--- src/rtl/booth_radix4_seq_ctrl.sv ---
// booth_radix4_seq_ctrl
//   Iterative radix-4 Booth multiplier. One Booth digit is retired per clock:
//   the low three bits of a right-shifting copy of the multiplier form the
//   triple {B[2i+1],B[2i],B[2i-1]}, and the matching partial product is taken
//   from a left-shifting copy of the sign-extended multiplicand and added into
//   a 2*WIDTH accumulator.
//
//   Handshake semantics (both sides): a transfer happens on a rising edge
//   where valid and ready are both high. The producer holds op_a/op_b and
//   in_valid until in_ready is seen. The product stays on product/out_valid
//   until out_ready is seen.
//
//   Optional feature: define BOOTH_EARLY_TERM_EN to finish as soon as every
//   remaining Booth digit is known to be zero.
//
// Ports
//   clk, rst_n          clock, asynchronous active-low reset
//   in_valid, in_ready  operand handshake (in_ready high only in IDLE)
//   op_a, op_b          signed multiplicand / multiplier
//   out_valid,out_ready product handshake (out_valid high only in DONE)
//   product             signed op_a*op_b, 2*WIDTH bits
//   busy                high while digits are being retired
//   cycles              BUSY cycles used by the last operation
module booth_radix4_seq_ctrl #(
  parameter int WIDTH = 16,
  parameter int CNT_W = 4
) (
  input  logic                 clk,
  input  logic                 rst_n,
  input  logic                 in_valid,
  output logic                 in_ready,
  input  logic [WIDTH-1:0]     op_a,
  input  logic [WIDTH-1:0]     op_b,
  output logic                 out_valid,
  input  logic                 out_ready,
  output logic [2*WIDTH-1:0]   product,
  output logic                 busy,
  output logic [CNT_W:0]       cycles
);

  localparam int PW = 2 * WIDTH;
  localparam int HALF = WIDTH / 2;
  localparam logic [CNT_W-1:0] LAST_CNT = CNT_W'(HALF - 1);
  localparam logic [CNT_W-1:0] CNT_ONE  = CNT_W'(1);
  localparam logic [CNT_W:0]   CYC_ONE  = (CNT_W + 1)'(1);

  typedef enum logic [1:0] {
    S_IDLE = 2'd0,
    S_BUSY = 2'd1,
    S_DONE = 2'd2
  } state_t;

  state_t state, state_nxt;

  // b_sh holds {B, B[-1]}; bit WIDTH is the multiplier sign bit.
  logic [WIDTH:0]   b_sh;
  logic [WIDTH:0]   b_next;
  logic [PW-1:0]    mcand;
  logic [PW-1:0]    acc;
  logic [PW-1:0]    mag;
  logic [PW-1:0]    pp;
  logic [PW-1:0]    acc_sum;
  logic [CNT_W-1:0] count;
  logic [2:0]       trip;
  logic             x_one;
  logic             x_two;
  logic             comp;
  logic             last;

  assign trip  = b_sh[2:0];
  assign x_one = trip[1] ^ trip[0];
  assign x_two = (trip == 3'b011) | (trip == 3'b100);
  assign comp  = trip[2] & ~(trip[1] & trip[0]);

  // mcand already carries the 2i weighting, so no variable shifter is needed.
  assign mag     = x_one ? mcand : (x_two ? (mcand << 1) : '0);
  assign pp      = comp ? (~mag + PW'(1)) : mag;
  assign acc_sum = acc + pp;

  // Arithmetic shift by one digit; the sign fill keeps the remaining-bits
  // test below valid all the way to the top of the multiplier.
  assign b_next = {{2{b_sh[WIDTH]}}, b_sh[WIDTH:2]};

`ifdef BOOTH_EARLY_TERM_EN
  // Remaining bits all equal means every later digit decodes to zero.
  assign last = (count == LAST_CNT) || (b_next == '0) || (b_next == '1);
`else
  assign last = (count == LAST_CNT);
`endif

  assign in_ready  = (state == S_IDLE);
  assign busy      = (state == S_BUSY);
  assign out_valid = (state == S_DONE);

  always_ff @(posedge clk or negedge rst_n) begin
    if (!rst_n) begin
      state <= S_IDLE;
    end else begin
      state <= state_nxt;
    end
  end

  always_comb begin
    state_nxt = state;
    case (state)
      S_IDLE:  if (in_valid)  state_nxt = S_BUSY;
      S_BUSY:  if (last)      state_nxt = S_DONE;
      S_DONE:  if (out_ready) state_nxt = S_IDLE;
      default: state_nxt = S_IDLE;
    endcase
  end

  always_ff @(posedge clk or negedge rst_n) begin
    if (!rst_n) begin
      b_sh    <= '0;
      mcand   <= '0;
      acc     <= '0;
      count   <= '0;
      product <= '0;
      cycles  <= '0;
    end else begin
      case (state)
        S_IDLE: begin
          if (in_valid) begin
            mcand <= {{WIDTH{op_a[WIDTH-1]}}, op_a};
            b_sh  <= {op_b, 1'b0};
            acc   <= '0;
            count <= '0;
          end
        end
        S_BUSY: begin
          acc   <= acc_sum;
          mcand <= mcand << 2;
          b_sh  <= b_next;
          count <= count + CNT_ONE;
          if (last) begin
            product <= acc_sum;
            cycles  <= {1'b0, count} + CYC_ONE;
          end
        end
        default: ;
      endcase
    end
  end

endmodule

--- config.mk ---
export PLATFORM = sky130hd
export DESIGN_NAME = booth_radix4_seq_ctrl
export DESIGN_NICKNAME = d
export VERILOG_FILES = /design/src/rtl/booth_radix4_seq_ctrl.sv
export SDC_FILE = /design/constraint.sdc
export NUM_CORES = 1
export LEC_CHECK = 0
export ABC_AREA = 1
export CAP_MARGIN = 20
export CORE_ASPECT_RATIO = 0.9
export CORE_MARGIN = 1
export CORE_UTILIZATION = 53
export DETAILED_ROUTE_END_ITERATION = 8
export GPL_TIMING_DRIVEN = 0
export MAX_ROUTING_LAYER = met4
export PLACE_DENSITY = 0.78
export SYNTH_ARGS = -nofsm -noshare
export SYNTH_HDL_FRONTEND = slang
export SYNTH_SLANG_ARGS = --single-unit
export TNS_END_PERCENT = 10
--- constraint.sdc ---
create_clock -name clk -period 3.4 [get_ports clk]
set_input_delay 0.34 -clock clk [delete_from_list [all_inputs] [get_ports clk]]
set_output_delay 0.34 -clock clk [all_outputs]
set_load 0.05 [all_outputs]
* Yosys cells after proc, flatten, opt, wreduce, memory -nomap -nowiden
Cells that the tools add are included.
Operators by class: reductions and logical operators 6, bitwise logic cells 7, $add $sub $neg 4, equal/unequal tests 8, mux-type cells 15
Operator list (number):
- two-way mux 32 bit | 5
- one-hot mux 32 bit (2 select lines) | 2
- one-hot mux 17 bit (2 select lines) | 1
- adder 32 x 1 -> 32 bit (second input constant) | 1
- adder 32 bit | 1
- NOT 32 bit | 1
- two-way mux 17 bit | 1
- one-hot mux 4 bit (2 select lines) | 1
- two-way mux 2 bit | 3
- one-hot mux 2 bit (3 select lines) | 1
- AND reduction 3 bit | 2
- adder 4 x 1 -> 5 bit (second input constant) | 1
- adder 4 x 1 -> 4 bit (second input constant) | 1
- == test 4 x 3 -> 1 bit (second input constant) | 1
- two-way mux 4 bit | 1
- inequality test 2 x 1 -> 1 bit (second input constant) | 2
- AND reduction 2 bit | 2
- == test 3 x 2 -> 1 bit (second input constant) | 1
- == test 3 bit (second input constant) | 1
- bitwise AND 1 bit | 2
- == test 2 x 1 -> 1 bit (second input constant) | 1
- == test 2 bit (second input constant) | 1
- zero test 2 bit | 1
- inequality test 2 bit (second input constant) | 1
- 4 further kinds | 5
Storage, ports and cells: output and inout bits 40, logic and storage cells 48, bits of input ports 36, bits in registers 124

* Depth between registers and ports, before layout
depth after elaboration 9, depth in mapped cells 30, gate-level depth less buffers 29

* Worst setup path after synthesis
No wires, ideal clock.
path type register to register, start point register b_sh[0], end point register acc[27], arrival 3.392 ns, cell stages (with the launch flop) 25, slack -0.111 ns, data required time 3.282 ns, cells stage by stage dfrtp_1 inv_1 ha_1 buf_6 buf_4 a22oi_4 ha_1 nand3_2 nor3_4 nand3_2 nor2_4 nand3_1 nand2_2 nand2_1 nand2_1 nand2_1 ha_1 a21o_1 a21oi_1 nand2_1 nor2_1 nand2_1 or2_2 nand3_1 nand2_1
Between the ends: word-level cells in the longest chain between the ends 9, elaborated cells on any way between the ends 14
Ends and longest elaborated chain:
- start, declared | line 56 | logic [WIDTH:0] b_sh;
- start signal, assigned | line 126 | b_sh <= {op_b, 1'b0};
- start signal, assigned | line 134 | b_sh <= b_next;
- == test 3 x 2 -> 1 bit / == test 3 bit (equally long branches) | line 72 | assign x_two = (trip == 3'b011) | (trip == 3'b100);
- bitwise OR 1 bit | line 72
- two-way mux 32 bit (2 in a row) | line 76 | assign mag = x_one ? mcand : (x_two ? (mcand << 1) : '0);
- NOT 32 bit | line 77 | assign pp = comp ? (~mag + PW'(1)) : mag;
- adder 32 x 1 -> 32 bit | line 77
- two-way mux 32 bit (*) | line 77
- adder 32 bit (*) | line 78 | assign acc_sum = acc + pp;
- one-hot mux 32 bit (2 select lines) (*) | line 122 | case (state)
- end signal, assigned | line 132 | acc <= acc_sum;
- end, declared | line 59 | logic [PW-1:0] acc;
Mark *: on every way between the ends. The rest lies on a longest branch, timed or not. A chain may end at the register's enable or synchronous reset.

* Worst setup path after layout
start point register b_sh[1], end point register acc[27]
The elaborated chain is that of the path after synthesis.

==> flow_summary.yaml <==
setup_path:
  critPathLaunchType: "flop"
  critPathMaxFanout: 7
  cp_slowest_cell: "dfrtp_1"
  r2r_slack_ns: -0.47
  arrival_ns: 4.19
  critical_path_required_ns: 3.72
  critPathKind: "flop to flop"
  worstPathCellList: "ha_2, nand2_2, nand2_4, buf_12, a22oi_4, ha_4, nand3_4, nor3_4, nand3_2, nor2_4, nand2_2, nand2_4, xor2_2, ha_1, a21oi_2, o21ai_1, a21oi_2, nor3_1, nor2_1, nand2_1, or2_4, nand3_2, nand2_1"
  worst_setup_path_end_kind: "flop"
  critPathMaxStageDelay_ns: 0.40
routing:
  route.met3.wl_mm: 1.322
  drtAntennaViolNets: 0
  wl_met1_mm: 11.03
  dr_wl_met2_mm: 11.00
  drt_wl_total_mm: 23.93
  detail_route.wl_per_cell_um: 16.72
  top_layer: "met4"
  via_count: 7861
  remaining_drc_errors: 0
  drt_iter0_drc: 684
  via_per_inst: 5.493
  drtPass1Iterations: 5
clock_network:
  clkSinkCount: 124
  htreeDepth: 4
  cts_tree: "yes"
  clockRootBuffer: "clkbuf_16"
  cts.reportedPaths.clkPinSlew_ns: 0.06
  clockBufferDepth: 2
  insertion_delay_ns: 0.43
  cts_buffers: 17
logic_synthesis:
  ys.flop_type: "dfrtp_1"
  synth_most_common_cell: "nand2_1"
  yosys_warnings: 0
  yosysTopAreaCellShare_pct: 38.14
  syn_inst: 1097
  ys_seq_area_share_pct: 38.14
  netlist_area_um2: 8135
  synth_seq_cells: 124
  avgSynthCellArea_um2: 7.416
  synth_commonest_cells: "342 x nand2_1, 124 x dfrtp_1, 102 x inv_1"
  synth_cell_types: 48
  synthArstFlopShare_pct: 100.0
  synth_area_leaders: "dfrtp_1 38%, nand2_1 16%, ha_1 6.5%"
  yosysTopAreaCell: "dfrtp_1"
  synth_edf_count: 0
  synth_fp_nets: 1176
global_route:
  antenna_found_initial: 0
  grt_pass1_wl_mm: 38.54
  grt_overflow_total: 0
  grt_pass1_vias: 7728
  grt_usage_pct: 32.30
  grt_max_degree: 98
sta:
  tightest_slew_ns: 0.7299
  fin_crit_sh_pct: 113.9
  clock_skew_ns: 0.007469
  fmax_mhz: 258.3
  timing.hold.ws_ns: 0.3428
  rsz0062_at_grt: "yes"
  fin_ws_ns: -0.4712
  finalCriticalPeriod_ns: 3.871
  drv_slew: 0
  setup_viol_count_final: 43
  slew_headroom_pct: 51.34
  hold_viol_final: 0
job:
  cap_viol_max_count: 0
hold_path:
  hold_class: "input pin to async pin"
die:
  fp.dieH_um: 119.5
  core_area_um2: 14870
  rows: 42
  ios: 76
  die_area_um2: 15850
  die_x_um: 132.6
  start_util_pct: 54.70
placement:
  dp_slack_ns: -0.8715
  port_buffers: 75
  place_area_um2: 9214
  globalplace.congestion: 0.9303
  dpl.hpwl_mm: 17.11
layout:
  fin_area_um2: 10670
  area_growth_pct: 31.21
  fin_util_pct: 71.77
  fill_cells: 1184
  diodes: 0
  drive_gt1_share_pct: 19.30
  finalNetCount: 1300
run_status:
  outcome: "finished with violations"
  failed_checks: "setup timing"
## state kept, by name (all words and copies together), names as in the netlist
signal   cells
cycles       5
mcand       32
acc         32
product     32
b_sh        17
count        4
state        2
## cell families after synthesis
| logic type | count (synthesis) | share of synthesized area, % |
|---|---|---|
| AO/OA/AOI/OAI | 189 | 14.10 |
| AND/OR/NAND/NOR | 549 | 28.78 |
| buffers and inverters | 147 | 7.428 |
| adder cells (fa/ha/maj) | 43 | 6.706 |
| XOR/XNOR | 45 | 4.845 |
| flip-flops | 124 | 38.14 |
## layout by cell type, fill, tap and decap left out, drive strengths merged, types with 3 or more instances in the layout
cell / Yosys / routed
nand2: 359 / 359
dfrtp: 124 / 124
inv: 106 / 106
nor2: 95 / 95
o21ai: 83 / 83
clkdlybuf4s50: 0 / 74
nand3: 68 / 68
clkbuf: 26 / 48
a21oi: 45 / 45
buf: 14 / 43
ha: 42 / 42
xor2: 24 / 24
xnor2: 21 / 21
o211ai: 13 / 13
o221ai: 13 / 13
nand3b: 8 / 8
nor3: 8 / 8
a21o: 7 / 7
a22oi: 7 / 7
a31oi: 7 / 7
nand4: 6 / 6
clkinvlp: 0 / 4
a21boi: 4 / 4
clkinv: 1 / 4
o21a: 3 / 3
## worst paths after layout
| kind | from | end | cells after the start |
|---|---|---|---|
| max | b_sh[1]$_DFFE_PN0P_ | acc[27]$_DFFE_PN0P_ | 23 |
| min | rst_n | product[7]$_DFFE_PN0P_ | 2 |
| max reg2reg | b_sh[1]$_DFFE_PN0P_ | acc[27]$_DFFE_PN0P_ | 23 |
| min reg2reg | acc[31]$_DFFE_PN0P_ | acc[31]$_DFFE_PN0P_ | 2 |
| max in group asynchronous | rst_n | mcand[30]$_DFFE_PN0P_ | 3 |
| min in group clk | op_b[15] | b_sh[16]$_DFFE_PN0P_ | 3 |
## metrics by stage
step / cells / TNS (ns)
floorplan: 1097 / -0.6173
global placement: 1370 / -378.71
finish: 1431 / -11.24
detailed placement: 1371 / -22.49
CTS: 1419 / -10.44
global route: 1431 / -20.33
## final cells by class
cell class	instances	area, µm²	area share, %
Multi-Input combinational cell	826	5072	47.52
Sequential cell	124	3103	29.07
Timing Repair Buffer	106	1032	9.671
Clock buffer	22	484.2	4.536
Inverter	107	405.4	3.798
Tap cell	198	247.7	2.321
Buffer	39	216.5	2.028
Clock inverter	9	112.6	1.055
## critical path, delay by kind of cell, from the launching register on
kind                     cells  cell delay, ns
AO/OA/AOI/OAI                4            0.72
XOR/XNOR                     1            0.22
adder cells (fa/ha/maj)      3            0.66
buffers and inverters        1            0.14
flip-flops                   1            0.40
AND/OR/NAND/NOR             14            1.64
## repair_timing
item / in CTS / in global routing
hold buffers: 1 / 0
pin swaps: 27 / 32
setup buffers: 15 / 13
endpoints found under the setup margin: 46 / 46
resized for setup: 70 / 89
gates cloned: 1 / 0
hold endpoints to repair: 27 / 0
## per-layer routing
layer  GRT usage, %  up-vias
li1               -     3840
met1          42.99     3712
met2          49.14      264
met3          5.788       45
met4          12.79        0
met5              -        -
Power is not shown: default switching activity piles up to over one toggle a cycle in this logic, so the estimate is an artifact.
==> variant 1: new RTL, config.mk and constraints unchanged <==
Add a define of `BOOTH_EARLY_TERM_EN`.
--- a/src/rtl/booth_radix4_seq_ctrl.sv
+++ b/src/rtl/booth_radix4_seq_ctrl.sv
@@ -23,2 +23,4 @@
 //   cycles              BUSY cycles used by the last operation
+`define BOOTH_EARLY_TERM_EN
+
 module booth_radix4_seq_ctrl #(
Function: changed (Yosys sat finds a counterexample within 4 cycles, from zero or initial values and one cycle with rst_n low).
==> variant 1 against the original RTL <==
Via count is 7.0% higher; setup slack better by 13 ps; sequential cell count stayed put; the flow still finishes with violations (negative setup slack); design area is 6.5% higher; critical path depth is 2 higher; critical endpoint is now product[31]; largest cell class unchanged; highest routed layer unchanged; utilization is 1.8 points higher; first-iteration DRC count is 7.7% higher; synthesized area is 3.3% higher; wire length is 6.7% higher.
Power is left out: the tool's default activity adds up to more than one toggle a clock period on the data nets, which glitch-free logic cannot reach.
==> variant 1: results (changes against the original RTL) <==
status=finished with violations; failing checks=negative setup slack; Routability Congestion=0.9534 (+2.5%); distinct cell type count after synthesis=52 (+8.3%); placed cell areas=9483 um^2 (+2.9%); CTS Buffer Depth=2 (unchanged); final-report setup violation count=48 (+12%); share of post-route cells with drive strength above 1=0.2443 (+0.05130); Synth top cells by count=nand2_1, dfrtp_1, inv_1, nor2_1, o21ai_0; post-synthesis xor/xnor area fraction=0.04379 (-0.004658); R2R depth=25 (+8.7%); Synth Area in Compound Gates=0.1552 (+0.01416); drt first pass iters=6 (+1); placed cells=1401 (+2.2%); Initial DRC Count=737 (+7.7%); Post-Route WL=25.53 mm (+6.7%); setup bufs post-CTS=19 (+4); number of global-route vias before repair=7919 (+2.5%); Resized cells post-CTS=104 (+49%); GRT Resource Usage Total=0.3218 (-0.001261); Net Count, Synth=1202 (+2.2%); CP Max Fanout=8 (+1); clk_skew=11.38 ps (+3.908 ps); Setup WS post-layout=-458.6 ps (+12.60 ps); Setup TNS Final=-14140 ps (-2898 ps); global-route wire length before repair=39.49 mm (+2.5%); layout net count=1343 (+3.3%); Vias/cell=5.686 (+3.5%); Post-Place Worst Slack=-668.1 ps (+203.4 ps); clk slew on worst S/H paths=60 ps (about the same); Final Non-Filler Cells=1479 (+3.4%); Adder-Cell Fraction of Synth Area=0.06494 (-0.002117); Final HPWL DP=17.80 mm (+4.0%); total CTS buffers=17 (unchanged); pin count of the biggest net entering global routing=87 (-11%); Slew HR=0.5143 (+0.0009080); Seq/Total Area, Yosys=0.3694 (-0.01204)
==> variant 1: layer usage <==
layer	vias up	GRT usage	part of all wire
li1	3993	-	-
met1	4038	0.4213	0.44
met2	334	0.5045	0.48
met3	44	0.05723	0.059
met4	0	0.1081	0.022
met5	-	-	0
==> variant 1: area by class of cell <==
| class | instances | area [um^2] |
|---|---|---|
| plain buffers | 40 | 230.2 |
| clock inverters | 13 | 165.2 |
| fillers | 1080 | 4078 |
| inverters | 129 | 490.5 |
| repair buffers | 123 | 1167 |
| well taps | 202 | 252.7 |
| clock buffers | 19 | 442.9 |
| multi-input cells | 829 | 5512 |
| flip-flops and latches | 124 | 3103 |
==> variant 1: worst paths after layout <==
check | startpoint | end | slack [ps]
setup / recovery | b_sh[1] | product[31] | -460
hold / removal | rst_n | product[7] | 380
setup reg to reg | b_sh[1] | product[31] | -460
hold reg to reg | product[26] | product[26] | 480
max in group asynchronous | rst_n | mcand[6] | 2270
min in group clk | op_b[15] | b_sh[16] | 460
==> variant 2: new RTL, config.mk and constraints unchanged <==
Without the edit above. Encoding of `state_t`: now one-hot (3 bits for 3 states).
--- a/src/rtl/booth_radix4_seq_ctrl.sv
+++ b/src/rtl/booth_radix4_seq_ctrl.sv
@@ -46,6 +46,6 @@
 
-  typedef enum logic [1:0] {
-    S_IDLE = 2'd0,
-    S_BUSY = 2'd1,
-    S_DONE = 2'd2
+  typedef enum logic [2:0] {
+    S_IDLE = 3'b001,
+    S_BUSY = 3'b010,
+    S_DONE = 3'b100
   } state_t;
Formal check against the unedited RTL: same outputs for any inputs over 4 cycles, from zero or initial values and one cycle with rst_n low; so few cycles prove little.
==> variant 2 against the original RTL <==
The run still ends with negative setup slack left; maximum frequency increased by 2.8%; global-route usage shrank 1.8 points; design area up 0.30%; wire length is 1.5% lower; clock skew rose by 4.8 ps; hold slack gained 35 ps; sequential cell count grew 1; setup slack improved by 110 ps; synthesized cell count up 5.0%; non-clock buffer count is 10 lower; synthesized area up 3.7%.
Power is left out: the tool's default activity adds up to more than one toggle a clock period on the data nets, which glitch-free logic cannot reach.
==> variant 2: results (changes against the original RTL) <==
status=finished with violations; failing checks=negative setup slack; ClkCell Share=0.04967 (-0.006247); post-synthesis xor/xnor area fraction=0.04983 (+0.001383); Slew HR=0.3581 (-0.1553); Synth top cells by count=nand2_1, dfrtp_1, inv_1, o21ai_0, nor2_1; met1 wire length=10.56 mm (-4.3%); Adder-Cell Fraction of Synth Area=0.06466 (-0.002397); DR WL met2=10.90 mm (-0.93%); routed len/inst=15.98 um (-4.4%); inverter count=124 (+16%); Initial DRC Count=616 (-9.9%); met2 usage=0.4694 (-0.02205); Net Count, Synth=1231 (+4.7%); met1 Usage GRT=0.4037 (-0.02626); Final HPWL DP=17.27 mm (+0.93%); NonClk Buf Share=0.1093 (-0.007718); GRT Resource Usage Total=0.3055 (-0.01751); Seq area share=0.2923 (+0.001571); distinct cell type count after synthesis=49 (+2.1%); multi-input logic portion of the cell area=0.4817 (+0.006505); final-report setup violation count=39 (-9.3%); top post-synthesis cells by area=dfrtp_1, nand2_1, ha_1, o21ai_0, inv_1; multi-input gates=860 (+4.1%); share of post-route cells with drive strength above 1=0.1885 (-0.004494); num sequential=125 (+0.81%); Routability Congestion=0.9789 (+5.2%); WP data arrival=4050 ps (-140 ps); met3 usage in global routing=0.06117 (+0.003294); Non-clk bufs=135 (-6.9%); met3 wire len=1.417 mm (+7.2%); number of global-route vias before repair=7577 (-2.0%); # port buffers=75 (unchanged); R2R depth=19 (-17%); r2r endpoint=acc[19]; layout net count=1342 (+3.2%); Post-Place Worst Slack=-756.4 ps (+115.1 ps); Area growth syn-to-layout=26.90%; pin count of the biggest net entering global routing=88 (-10%); clk_skew=12.26 ps (+4.787 ps); global-route wire length before repair=37.55 mm (-2.6%); Setup WS post-layout=-364.5 ps (+106.7 ps)
-- variant 2: through the flow --
step,hold WS [ps],std cells,TNS (ps)
after global routing,410.0,1475,-16730
after detailed placement,268.9,1430,-19910
after floorplan,44.41,1152,-85.89
after global placement,460.5,1429,-374670
final,377.5,1475,-8671
after CTS,394.6,1468,-5688
-- variant 2: critical path, stage by stage, from the launching register on --
cell      delay [ps]
dfrtp_1          390
inv_2             80
ha_4             230
buf_6            140
nor2_2           110
a22oi_2           80
ha_2             210
buf_4            130
buf_4            120
a21oi_1          170
xor2_1           240
ha_1             310
inv_1            100
o21bai_1         110
a21oi_1          220
nand2_2          120
a21o_1           240
a21oi_1          180
xor2_1           310
o21ai_0          130
-- variant 2: repair_timing --
| action | in CTS | in global routing |
|---|---|---|
| setup buffers | 9 | 7 |
| endpoints found under the setup margin | 46 | 44 |
| endpoints found under the hold margin | 38 | 0 |
| hold buffers | 1 | 0 |
| pin swaps | 13 | 32 |
| resized for setup | 54 | 74 |
| gates cloned | 0 | 0 |
